### src/rtl/fifo_wptr_ctrl.sv
// fifo_wptr_ctrl
// Write-side pointer and status controller for an asynchronous FIFO.
// Keeps the binary write pointer, which addresses the dual-port RAM, and
// publishes a registered Gray copy for the read-domain synchronizer. Full,
// almost-full, fill level and overflow are derived from the read pointer
// after it has been synchronized into this clock domain.
//
// Ports:
//   Clk            write-domain clock, rising edge
//   reset          asynchronous active-high reset
//   w_en           write request from the producer
//   rptr_sync      Gray read pointer, already synchronized into Clk domain
//   w_accept       RAM write enable (combinational, w_en & ~w_full)
//   waddr          RAM write address (low ADDR_W bits of binary pointer)
//   wptr_gray      registered Gray write pointer for the read domain
//   w_full         registered full flag
//   w_almost_full  registered, fill level >= AF_THRESH
//   w_level        registered fill level seen from the write side
//   w_overflow     sticky: a write was attempted while full
module fifo_wptr_ctrl #(
    parameter int ADDR_W    = 4,
    parameter int AF_THRESH = 12
) (
    input  logic              Clk,
    input  logic              reset,
    input  logic              w_en,
    input  logic [ADDR_W:0]   rptr_sync,
    output logic              w_accept,
    output logic [ADDR_W-1:0] waddr,
    output logic [ADDR_W:0]   wptr_gray,
    output logic              w_full,
    output logic              w_almost_full,
    output logic [ADDR_W:0]   w_level,
    output logic              w_overflow
);

    localparam logic [ADDR_W:0] AF_LVL = AF_THRESH[ADDR_W:0];

    // Gray-to-binary as an XOR prefix running down from the MSB.
    function automatic logic [ADDR_W:0] gray2bin(input logic [ADDR_W:0] g);
        logic [ADDR_W:0] b;
        b[ADDR_W] = g[ADDR_W];
        for (int i = ADDR_W - 1; i >= 0; i--) begin
            b[i] = b[i+1] ^ g[i];
        end
        return b;
    endfunction

    logic [ADDR_W:0] wbin;
    logic [ADDR_W:0] wbin_next;
    logic [ADDR_W:0] wgray_next;
    logic [ADDR_W:0] rbin;
    logic [ADDR_W:0] level_next;
    logic [ADDR_W:0] rptr_full;

    assign w_accept   = w_en & ~w_full;
    assign wbin_next  = wbin + {{ADDR_W{1'b0}}, w_accept};
    assign wgray_next = wbin_next ^ (wbin_next >> 1);
    assign rbin       = gray2bin(rptr_sync);
    assign level_next = wbin_next - rbin;

    // In Gray code "one full lap ahead" means the top two bits are inverted
    // and the rest match, so full is checked without converting rptr_sync.
    assign rptr_full  = {~rptr_sync[ADDR_W:ADDR_W-1], rptr_sync[ADDR_W-2:0]};

    assign waddr = wbin[ADDR_W-1:0];

    // Pointer and status registers; all flags are evaluated against the
    // post-increment pointer so an accepted write is visible right after the edge.
    always_ff @(posedge Clk or posedge reset) begin
        if (reset) begin
            wbin          <= '0;
            wptr_gray     <= '0;
            w_full        <= 1'b0;
            w_almost_full <= 1'b0;
            w_level       <= '0;
            w_overflow    <= 1'b0;
        end else begin
            wbin          <= wbin_next;
            wptr_gray     <= wgray_next;
            w_full        <= (wgray_next == rptr_full);
            w_almost_full <= (level_next >= AF_LVL);
            w_level       <= level_next;
            w_overflow    <= w_overflow | (w_en & w_full);
        end
    end

endmodule

### config.mk
export PLATFORM = sky130hd
export DESIGN_NAME = fifo_wptr_ctrl
export DESIGN_NICKNAME = d
export VERILOG_FILES = /design/src/rtl/fifo_wptr_ctrl.sv
export SDC_FILE = /design/constraint.sdc
export NUM_CORES = 1
export LEC_CHECK = 0
export ABC_AREA = 1
export ABC_CLOCK_PERIOD_IN_PS = 2800
export CAP_MARGIN = 0
export CELL_PAD_IN_SITES_DETAIL_PLACEMENT = 0
export CELL_PAD_IN_SITES_GLOBAL_PLACEMENT = 2
export CORE_MARGIN = 4
export CORE_UTILIZATION = 26
export CTS_BUF_LIST = sky130_fd_sc_hd__clkbuf_4 sky130_fd_sc_hd__clkbuf_8 sky130_fd_sc_hd__clkbuf_16
export DETAILED_ROUTE_END_ITERATION = 6
export PLACE_DENSITY_LB_ADDON = 0.2
export SETUP_SLACK_MARGIN = 0.15
export SYNTH_ARGS = -nofsm -noshare
export SYNTH_HDL_FRONTEND = slang
export SYNTH_SLANG_ARGS = --single-unit
### constraint.sdc
create_clock -name Clk -period 2.8 [get_ports Clk]
set_clock_uncertainty 0.05 [all_clocks]
set_input_delay 0.28 -clock Clk [delete_from_list [all_inputs] [get_ports Clk]]
set_output_delay 0.28 -clock Clk [all_outputs]
set_load 0.02 [all_outputs]
== Word-level counts from Yosys, hierarchy flattened ==
Index checks and enable logic that the tools add are counted.

* Add/subtract/negate cells: 2
* Multipliers: 0
* Divide/modulo/power cells: 0
* Magnitude comparators: 1
* Equality and inequality tests: 1
* Shift-type cells: 0
* Muxes and demuxes: 0
* Bitwise operators: 10
* Reductions and logical operators: 0

{| class="wikitable"
|+ Operators with widths
! cell !! count
|-
| adder 5 x 1 -> 5 bit || 1
|-
| == test 5 bit || 1
|-
| greater-or-equal comparator 5 x 4 -> 1 bit (second input constant) || 1
|-
| subtractor 5 bit || 1
|-
| bitwise XOR 5 x 4 -> 5 bit || 1
|-
| bitwise XOR 1 bit || 4
|-
| AND 1 bit || 2
|-
| inverter 2 bit || 1
|-
| inverter 1 bit || 1
|-
| OR 1 bit || 1
|}

* Register bits after elaboration: 18
* Latch bits: 0
* Bits in writable memories: 0
* ROM bits: 0
* Input bits: 8
* Output and inout port bits: 18
* Word-level logic and storage cells: 20
* Memories: 0

== Depth between registers and ports, before layout ==
* Word-level depth: 6
* Gate-level depth with buffers: 17
* Depth with buffers taken out: 17

== Worst setup path before layout ==
Ideal clock, no wire load.

* Kind: flip-flop to flip-flop
* Start: register w_full
* End: register w_almost_full
* Library setup time: 0.124 ns
* Arrival: 2.456 ns
* Data required time: 2.626 ns
* Path slack: 0.169 ns
* Cell stages (with the launch flop): 13
* Buffers on the path: 0
* Cell sequence: dfrtp_1 nor2_1 ha_1 ha_1 nand2_1 nand2_1 inv_1 ha_1 a21oi_1 o21ai_0 xor2_1 nand2_1 nand3_1

* Cells in the longest elaborated chain, start to end: 5

{| class="wikitable"
|+ RTL lines
! item !! RTL line !! text
|-
| start: declaration || 31 || <nowiki>output logic w_full,</nowiki>
|-
| start signal: assignment || 81 || <nowiki>w_full <= (wgray_next == rptr_full);</nowiki>
|-
| inverter 1 bit || 56 || <nowiki>assign w_accept = w_en & ~w_full;</nowiki>
|-
| AND 1 bit || 56 ||
|-
| net w_accept || 28 || <nowiki>output logic w_accept,</nowiki>
|-
| adder 5 x 1 -> 5 bit || 57 || <nowiki>assign wbin_next = wbin + {{ADDR_W{1'b0}}, w_accept};</nowiki>
|-
| net wbin_next[2] || 50 || <nowiki>logic [ADDR_W:0] wbin_next;</nowiki>
|-
| subtractor 5 bit || 60 || <nowiki>assign level_next = wbin_next - rbin;</nowiki>
|-
| net level_next[3] || 53 || <nowiki>logic [ADDR_W:0] level_next;</nowiki>
|-
| greater-or-equal comparator 5 x 4 -> 1 bit || 82 || <nowiki>w_almost_full <= (level_next >= AF_LVL);</nowiki>
|-
| end signal: assignment || 82 ||
|-
| end: declaration || 32 || <nowiki>output logic w_almost_full,</nowiki>
|}

The timed path passes the listed nets, and every way through them passes these cells.

== Worst setup path after layout ==
* Start: input w_en
* End: register w_almost_full

* Cells in the longest elaborated chain, start to end: 4

{| class="wikitable"
|+ RTL lines
! item !! RTL line !! text
|-
| start: declaration || 26 || <nowiki>input logic w_en,</nowiki>
|-
| AND 1 bit || 56 ||
|-
| adder 5 x 1 -> 5 bit || 57 ||
|-
| net wbin_next[2] || 50 ||
|-
| subtractor 5 bit || 60 ||
|-
| net level_next[3] || 53 ||
|-
| greater-or-equal comparator 5 x 4 -> 1 bit || 82 ||
|}

The timed path passes the listed nets, and every way through them passes these cells.

==> qor.yml <==
final.setup.tns_ns: 0
grt_max_degree: 18
critPathRequiredTime_ns: 2.93
hold_depth: 4
drc: 0
ys_top_cells_by_count: "nand2_1, inv_1, dfrtp_1, nand3_1, ha_1"
ys_types: 16
clk_latency_ns: 0.29
clock_path_buffers: 2
ios: 26
syn-num-nets: 132
post_dp_cell_area_mm2: 0.00134
vdd_drop_max_uv: 532
detailedPlace.worstSlack_ns: -0.00254
post-route-period-util_pct: 84.0
ctsHoldBuffers: 0
gr-total-overflow: 0
fin_ws_ns: 0.447
clock-sinks: 17
post_cts_buffers: 0
dp_hpwl_um: 1740
fillerInstances: 367
rows: 21
synth-main-ff-cell: "dfrtp_1"
hp-class: "in -> reg"
dp_cells: 201
yosysSeqAreaShare_pct: 45.5
drtAntennaViolNets: 0
period_minus_slack_ns: 2.35
area_growth_pct: 47.7
wirelength_um: 2080
synth_seq_cells: 17
total_power_mw: 1.75
netlist_area_um2: 935
die_h_um: 68.0
fp.dieW_um: 68.0
startpoint_type: "input port"
nets: 175
routedWlPerCell_um: 10.1
outcome: "finished, final reports clean"
synthMostInstantiatedCell: "nand2_1"
cap_violations: 0
power.density_mw_per_mm2: 1260
worst_pin_slew_ns: 0.660
core-area_mm2: 0.00342
routed_via_density: 4.25
yosys_warnings: 0
drive_above_1_share_pct: 14.5
initial_utilization_pct: 27.4
synth_top_area_share_pct: 45.5
hold_violations: 0
final_cell_area_mm2: 0.00138
port_buffers: 25
grt_pass1_vias: 857
cts_root_buf: "clkbuf_4"
ff2ff_path_depth: 12
dr_total_vias: 872
yosys.area.top_type: "dfrtp_1"
arrival_ns: 2.48
clk_pin_slew_worst_paths_ns: 0.10
htree_levels: 1
max_freq_mhz: 425
antenna_cells: 0
antenna_found_initial: 0
rsz0062_at_grt: "no"
avgSynthCellArea_um2: 7.99
path_max_fanout: 4
max-slew-margin-rel_pct: 55.9
fin_cells: 205
setup_viol: 0
die-area_mm2: 0.00462
end_kind: "flip-flop"
final_max_slew_viol_count: 0
netlist_top_cells_area: "dfrtp_1, nand2_1, nand3_1"
synthArstFlopShare_pct: 100
path_class: "in -> reg"
cts_tree: "done"
dr.pass1.iters: 4
synth_cells: 117
synth_edf_count: 0
cts-resized-gates: 0
track_usage_pct: 10.9
grt_first_pass_wirelength_um: 3660
leakage_nw: 0.741
numCtsBuffers: 3
drt_iter0_drc: 55
gp_congestion: 0.722
## state kept, by name (all words and copies together) (netlist names)
register,cells
w_overflow,1
wptr_gray,4
wbin,5
w_almost_full,1
w_level,5
w_full,1
## worst max-delay path, stage by stage
cell,delay (ns)
clkdlybuf4s50_1,0.48
inv_1,0.05
nor2_2,0.13
ha_1,0.21
ha_1,0.21
nand2_1,0.09
nand2_1,0.10
inv_1,0.07
ha_1,0.33
a21oi_1,0.15
o21ai_1,0.09
xor2_1,0.16
nand2_1,0.07
nand3_1,0.06
## cells by family (layout without fill, tap and decap cells)
family / after synthesis / after routing / share of synthesized area [%]
adder cells (fa/ha/maj): 7 / 7 / 10.2
XOR/XNOR: 3 / 3 / 2.81
flip-flops: 17 / 17 / 45.5
buffers and inverters: 19 / 61 / 7.63
AO/OA/AOI/OAI: 4 / 4 / 2.41
AND/OR/NAND/NOR: 67 / 67 / 31.5
## placed cells by master, fill, tap and decap left out, types with 2 or more instances in the layout
master / instances
xor2_1: 2
inv_1: 19
a21oi_1: 2
buf_4: 13
dfrtp_1: 17
nand2_2: 3
nand3_1: 17
nand4_1: 3
dlymetal6s2s_1: 2
ha_1: 5
clkbuf_4: 3
clkdlybuf4s50_1: 23
nand2_1: 39
nor2_1: 2
## through the flow
step	hold slack [ns]	util [%]
6_report	0.243	40.4
2_1_floorplan	0.156	-
3_3_place_gp	0.391	39.2
5_1_grt	0.253	40.4
4_1_cts	0.352	40.0
3_5_place_dp	0.395	39.2
## metal layers
layer	vias up	global-route usage [%]	share of wire, %	routed length (um)
li1	453	-	-	-
met3	2	4.76	6.1	126
met4	0	2.98	0.77	16
met1	397	14.4	50	1050
met2	20	16.1	43	888
met5	-	0	0	0
## cell type report
cell class,instances,area [um2],share of cell area [%]
clock buffer,3,22.5,1.63
clock inverter,1,5.00,0.363
inverter,19,71.3,5.17
multi-input combinational,81,445,32.3
sequential,17,425,30.8
tap,46,57.6,4.17
timing repair buffer,38,353,25.6
## report_power, final
group / internal [mW] / total [mW] / switching (mW)
Clock: 0.0530 / 0.131 / 0.0784
Sequential: 0.375 / 0.446 / 0.0705
Combinational: 0.546 / 1.17 / 0.622
Total: 0.974 / 1.75 / 0.771
## final timing paths
check / startpoint / endpoint / slack [ns]
worst min-delay path: rptr_sync[3] / w_full / 0.24
worst max-delay path: w_en / w_almost_full / 0.45
worst min register to register: w_overflow / w_overflow / 0.41
max in group asynchronous: reset / wbin[4] / 1.95
worst max register to register: w_full / w_almost_full / 0.53
min in group asynchronous: reset / w_level[2] / 0.33
Note: power is estimated with default switching activity, not from simulation.
==> edit 1: new RTL, same flow settings <==
The output `w_level` loses its register stage (`w_level` becomes a continuous assignment). Comments in the files are not updated.
--- a/src/rtl/fifo_wptr_ctrl.sv
+++ b/src/rtl/fifo_wptr_ctrl.sv
@@ -74,5 +74,4 @@
             w_full        <= 1'b0;
             w_almost_full <= 1'b0;
-            w_level       <= '0;
             w_overflow    <= 1'b0;
         end else begin
@@ -81,9 +80,10 @@
             w_full        <= (wgray_next == rptr_full);
             w_almost_full <= (level_next >= AF_LVL);
-            w_level       <= level_next;
             w_overflow    <= w_overflow | (w_en & w_full);
         end
     end
 
+    assign w_level = level_next;
+
 endmodule
 
Check against the original RTL: not equivalent (a bounded check fails within 4 cycles, from zero or initial values and one cycle with reset high).
==> edit 1 against the original RTL <==
Cell area grew 25%; sequential cell count decreased by 5; sequential share of layout area is 13 points lower; maximum frequency fell by 12%; total power grew 20%; routed wire length rose by 43%; synthesized area down 13%; setup slack got worse by 0.32 ns.
==> edit 1: results (changes against the original RTL) <==
metric,value,unit,change
crit_arrival,2.83,ns,+0.35 ns
diodes,0,,unchanged
grt_pass1_wl,4547,um,+24%
drt_iter0_markers,45,,-18%
gp_congestion,0.7677,,+6.3%
worst_path_largest_cell_delay,0.13,ns,-0.35 ns
yosys_warnings,0,,unchanged
critPathSlowestCell,buf_4,,
grt_use_total,0.1400,,+0.03100
synth_seq_area_share,0.3709,,-0.08421
cts.root.buffer_cell,clkbuf_4,,
synth_cell_types,16,,unchanged
drt_first_pass_iters,4,,unchanged
fin_nets,215,,+23%
p_leak,0.9141,nW,+23%
vias,1061,,+22%
cts_made_buffers,3,,unchanged
antenna_found_initial,0,,unchanged
grt_max_degree,13,,-5
port_buffers,25,,unchanged
placed_area,1369,um2,+2.1%
top_regs,"wbin (5), wptr_gray (4)",,
path_max_fanout,3,,-1
tightest_slew,0.5026,ns,-0.1578 ns
syn-num-nets,127,,-3.8%
dpl.hpwl,1820,um,+4.5%
drive_above_1_share,0.4874,,+0.3428
clock_latency,0.28,ns,
status,"finished, final reports clean",,
ctsLongestPathBuffers,2,,unchanged
hold_depth,4,,unchanged
h-tree-depth,1,,unchanged
grt_pass1_vias,1103,,+29%
rr_worst_depth,12,,unchanged
ys_async_sr_fraction,1.000,,unchanged
holdBufCountCts,0,,unchanged
finalWirelength,2966,um,+43%
synth_common_cells,"39 x nand2_1, 19 x inv_1, 17 x nand3_1",,
critPathTopFamily,buffers and inverters,,
hold_path_class,input pin to flip-flop,,
maxSlewViolCount,0,,unchanged
synthTopCellsByArea,"dfrtp_1 37%, nand2_1 18%, nand3_1 11%",,
ir_drop,825.2,uV,+55%
clk_pin_slew,0.07,ns,-0.03 ns
[edit 1: per-stage QoR]
stage,std cells,setup WS (ns),util,total power [mW],hold WS [ns]
floorplan,112,0.1927,-,1.086,0.09463
detailed placement,210,-0.7643,0.4759,1.814,0.4024
CTS,238,0.1676,0.5568,1.988,0.2557
global placement,210,-0.7246,0.4759,1.798,0.3869
global route,241,0.03898,0.5977,2.284,0.2538
finish,241,0.1237,0.5977,2.096,0.2619
[edit 1: power by group]
part / internal (mW) / switching, mW / leakage, nW / total [mW]
logic: 0.807 / 0.839 / 0.754 / 1.65
clock network: 0.0650 / 0.0612 / 0.0184 / 0.126
registers: 0.262 / 0.0623 / 0.142 / 0.324
[edit 1: metal layers]
metal	track usage	wire (um)	up-vias
li1	-	-	527
met1	0.1568	1192	495
met2	0.2555	1569	29
met3	0.01926	111	10
met4	0.07278	92	0
met5	0	0	-
[edit 1: repair_timing]
action / in CTS / in global routing
setup endpoints to repair: 5 / 4
setup buffers: 24 / 3
pin swaps: 11 / 15
resized for setup: 40 / 28
[edit 1: path summary, 6_finish.rpt]
path,startpoint,slack (ns),endpoint
worst max register to register,w_full$_DFF_PP0_,0.78,w_almost_full$_DFF_PP0_
worst min register to register,w_overflow$_DFF_PP0_,0.41,w_overflow$_DFF_PP0_
min in group asynchronous,reset,0.27,wptr_gray[2]$_DFF_PP0_
max in group asynchronous,reset,2.06,w_full$_DFF_PP0_
worst min-delay path,rptr_sync[3],0.26,w_full$_DFF_PP0_
worst max-delay path,rptr_sync[3],0.12,w_full$_DFF_PP0_
[edit 1: area by class of cell]
type,count,area [um2]
Timing Repair Buffer,83,684.4
Multi-Input combinational cell,81,574.3
Fill cell,239,1157
Tap cell,42,52.55
Sequential cell,12,301.5
Inverter,19,76.32
Clock buffer,4,30.03
[edit 1: logic make-up after synthesis]
group,after synthesis,synth area share
DFF,12,0.3709
buffers and inverters,19,0.08810
and+or+nand+nor,67,0.3632
xor gates and xnor gates,3,0.03246
AOI/OAI and AO/OA,4,0.02782
adders and majority gates,7,0.1175
[edit 1: worst reg2reg max path, cell delays in order (launching register included)]
cell and delay [ns]:
dfrtp_2 0.42, nor2_4 0.11, ha_4 0.15, ha_4 0.13, nand2_1 0.08, nand2_2 0.10
inv_2 0.06, ha_4 0.28, nand2_1 0.06, o21ai_2 0.18, xor2_2 0.20, nand2_1 0.07
nand3_1 0.07
==> edit 2: new RTL, config.mk and constraints unchanged <==
Without the edit above. Change the parameter `ADDR_W` from 4 to 6.
--- a/src/rtl/fifo_wptr_ctrl.sv
+++ b/src/rtl/fifo_wptr_ctrl.sv
@@ -19,5 +19,5 @@
 //   w_overflow     sticky: a write was attempted while full
 module fifo_wptr_ctrl #(
-    parameter int ADDR_W    = 4,
+    parameter int ADDR_W    = 6,
     parameter int AF_THRESH = 12
 ) (
Interface: changed (resized rptr_sync, w_level, waddr and wptr_gray); port bits go from 26 to 34. No check against the original RTL was run, so the function may have changed too.
==> edit 2 against the original RTL <==
Setup slack worse by 0.066 ns; cell count grew 57%; total power increased by 46%; synthesized area increased by 52%; die area up 45%; sequential cell count rose by 6; routed wire length increased by 77%; combinational power is 50% higher; sequential power grew 33%; critical path depth decreased by 1; cell area rose by 63%; core utilization increased by 2.8 points.
==> edit 2: results (changes against the original RTL) <==
metric,value,unit,change
status,"finished, final reports clean",,
fillers,559,,+52%
worstHoldStart,w_en,,
criticalPathCategory,flip-flop to flip-flop,,
grt_use_total,0.1218,,+0.01282
clock_latency,0.27,ns,-0.02 ns
cts_setup_buffers,1,,+1
drive_above_1_share,0.2789,,+0.1342
rr_worst_depth,13,,+1
place_ws,-0.2665,ns,-0.2640 ns
synth_compound_area_frac,0.04842,,+0.02432
worst_path_largest_cell_delay,0.42,ns,-0.06 ns
met3_usage,0.02083,,-0.02679
fin_nets,271,,+55%
regArea,575.6,um2,+35%
wl_met1,1714,um,+64%
path_max_fanout,3,,-1
critPathSlowestCell,dfrtp_1,,
syn-num-nets,201,,+52%
synthTopCellsByArea,"dfrtp_1 40%, nand2_1 16%, nand3_1 9.2%",,
slew-limit-headroom,0.3916,,-0.1677
grt_max_degree,24,,+6
multi_input_cells,133,,+64%
period_share,0.8638,,+0.02361
dpl.hpwl,2948,um,+69%
seq_cells,23,,+6
crit_arrival,2.52,ns,+0.04 ns
synth_seq_area_share,0.4049,,-0.05022
p_leak,1.155,nW,+56%
synth-xor-area-share,0.04225,,+0.01414
cts_resized,7,,+7
met1_usage,0.1566,,+0.01257
port_buffers,33,,+32%
netSwitchingFraction,0.4315,,-0.01044
hold_depth,2,,-2
synth_adder_area_share,0.08451,,-0.01723
synth_common_cells,"62 x nand2_1, 26 x nand3_1, 24 x inv_1",,
route.met2.wl,1793,um,+100%
critPathTopFamily,simple AND/OR/NAND/NOR gates,,
n_all_inverters,25,,+6
finalWirelength,3668,um,+77%
buf_share,0.2590,,+0.003366
multi_input_area,864.6,um2,+94%
cts.root.buffer_cell,clkbuf_8,,
-- edit 2: changes by cell type after synthesis, moves of 3 or more --
cell and delta:
dfrtp_1 +6, inv_1 +5, nand2_2 +3, nand3_2 +3
nand3_1 +9, nand2_1 +23
-- edit 2: logic make-up (layout without fill, tap and decap cells) --
family | Yosys count | after routing
compound gates | 9 | 9
xor+xnor | 6 | 6
fa+ha+maj | 9 | 9
buf+inv | 26 | 95
flops | 23 | 23
simple gates | 109 | 109
-- edit 2: through the flow --
stage / hold slack, ns / total power, mW / instances / instance area, um2
6_report: 0.2409 / 2.553 / 321 / 2251
5_1_grt: 0.2528 / 2.816 / 321 / 2251
4_1_cts: 0.4280 / 2.501 / 320 / 2148
3_5_place_dp: 0.4055 / 2.244 / 315 / 2072
3_3_place_gp: 0.3871 / 2.224 / 315 / 2072
2_1_floorplan: 0.2319 / 1.478 / 182 / 1429
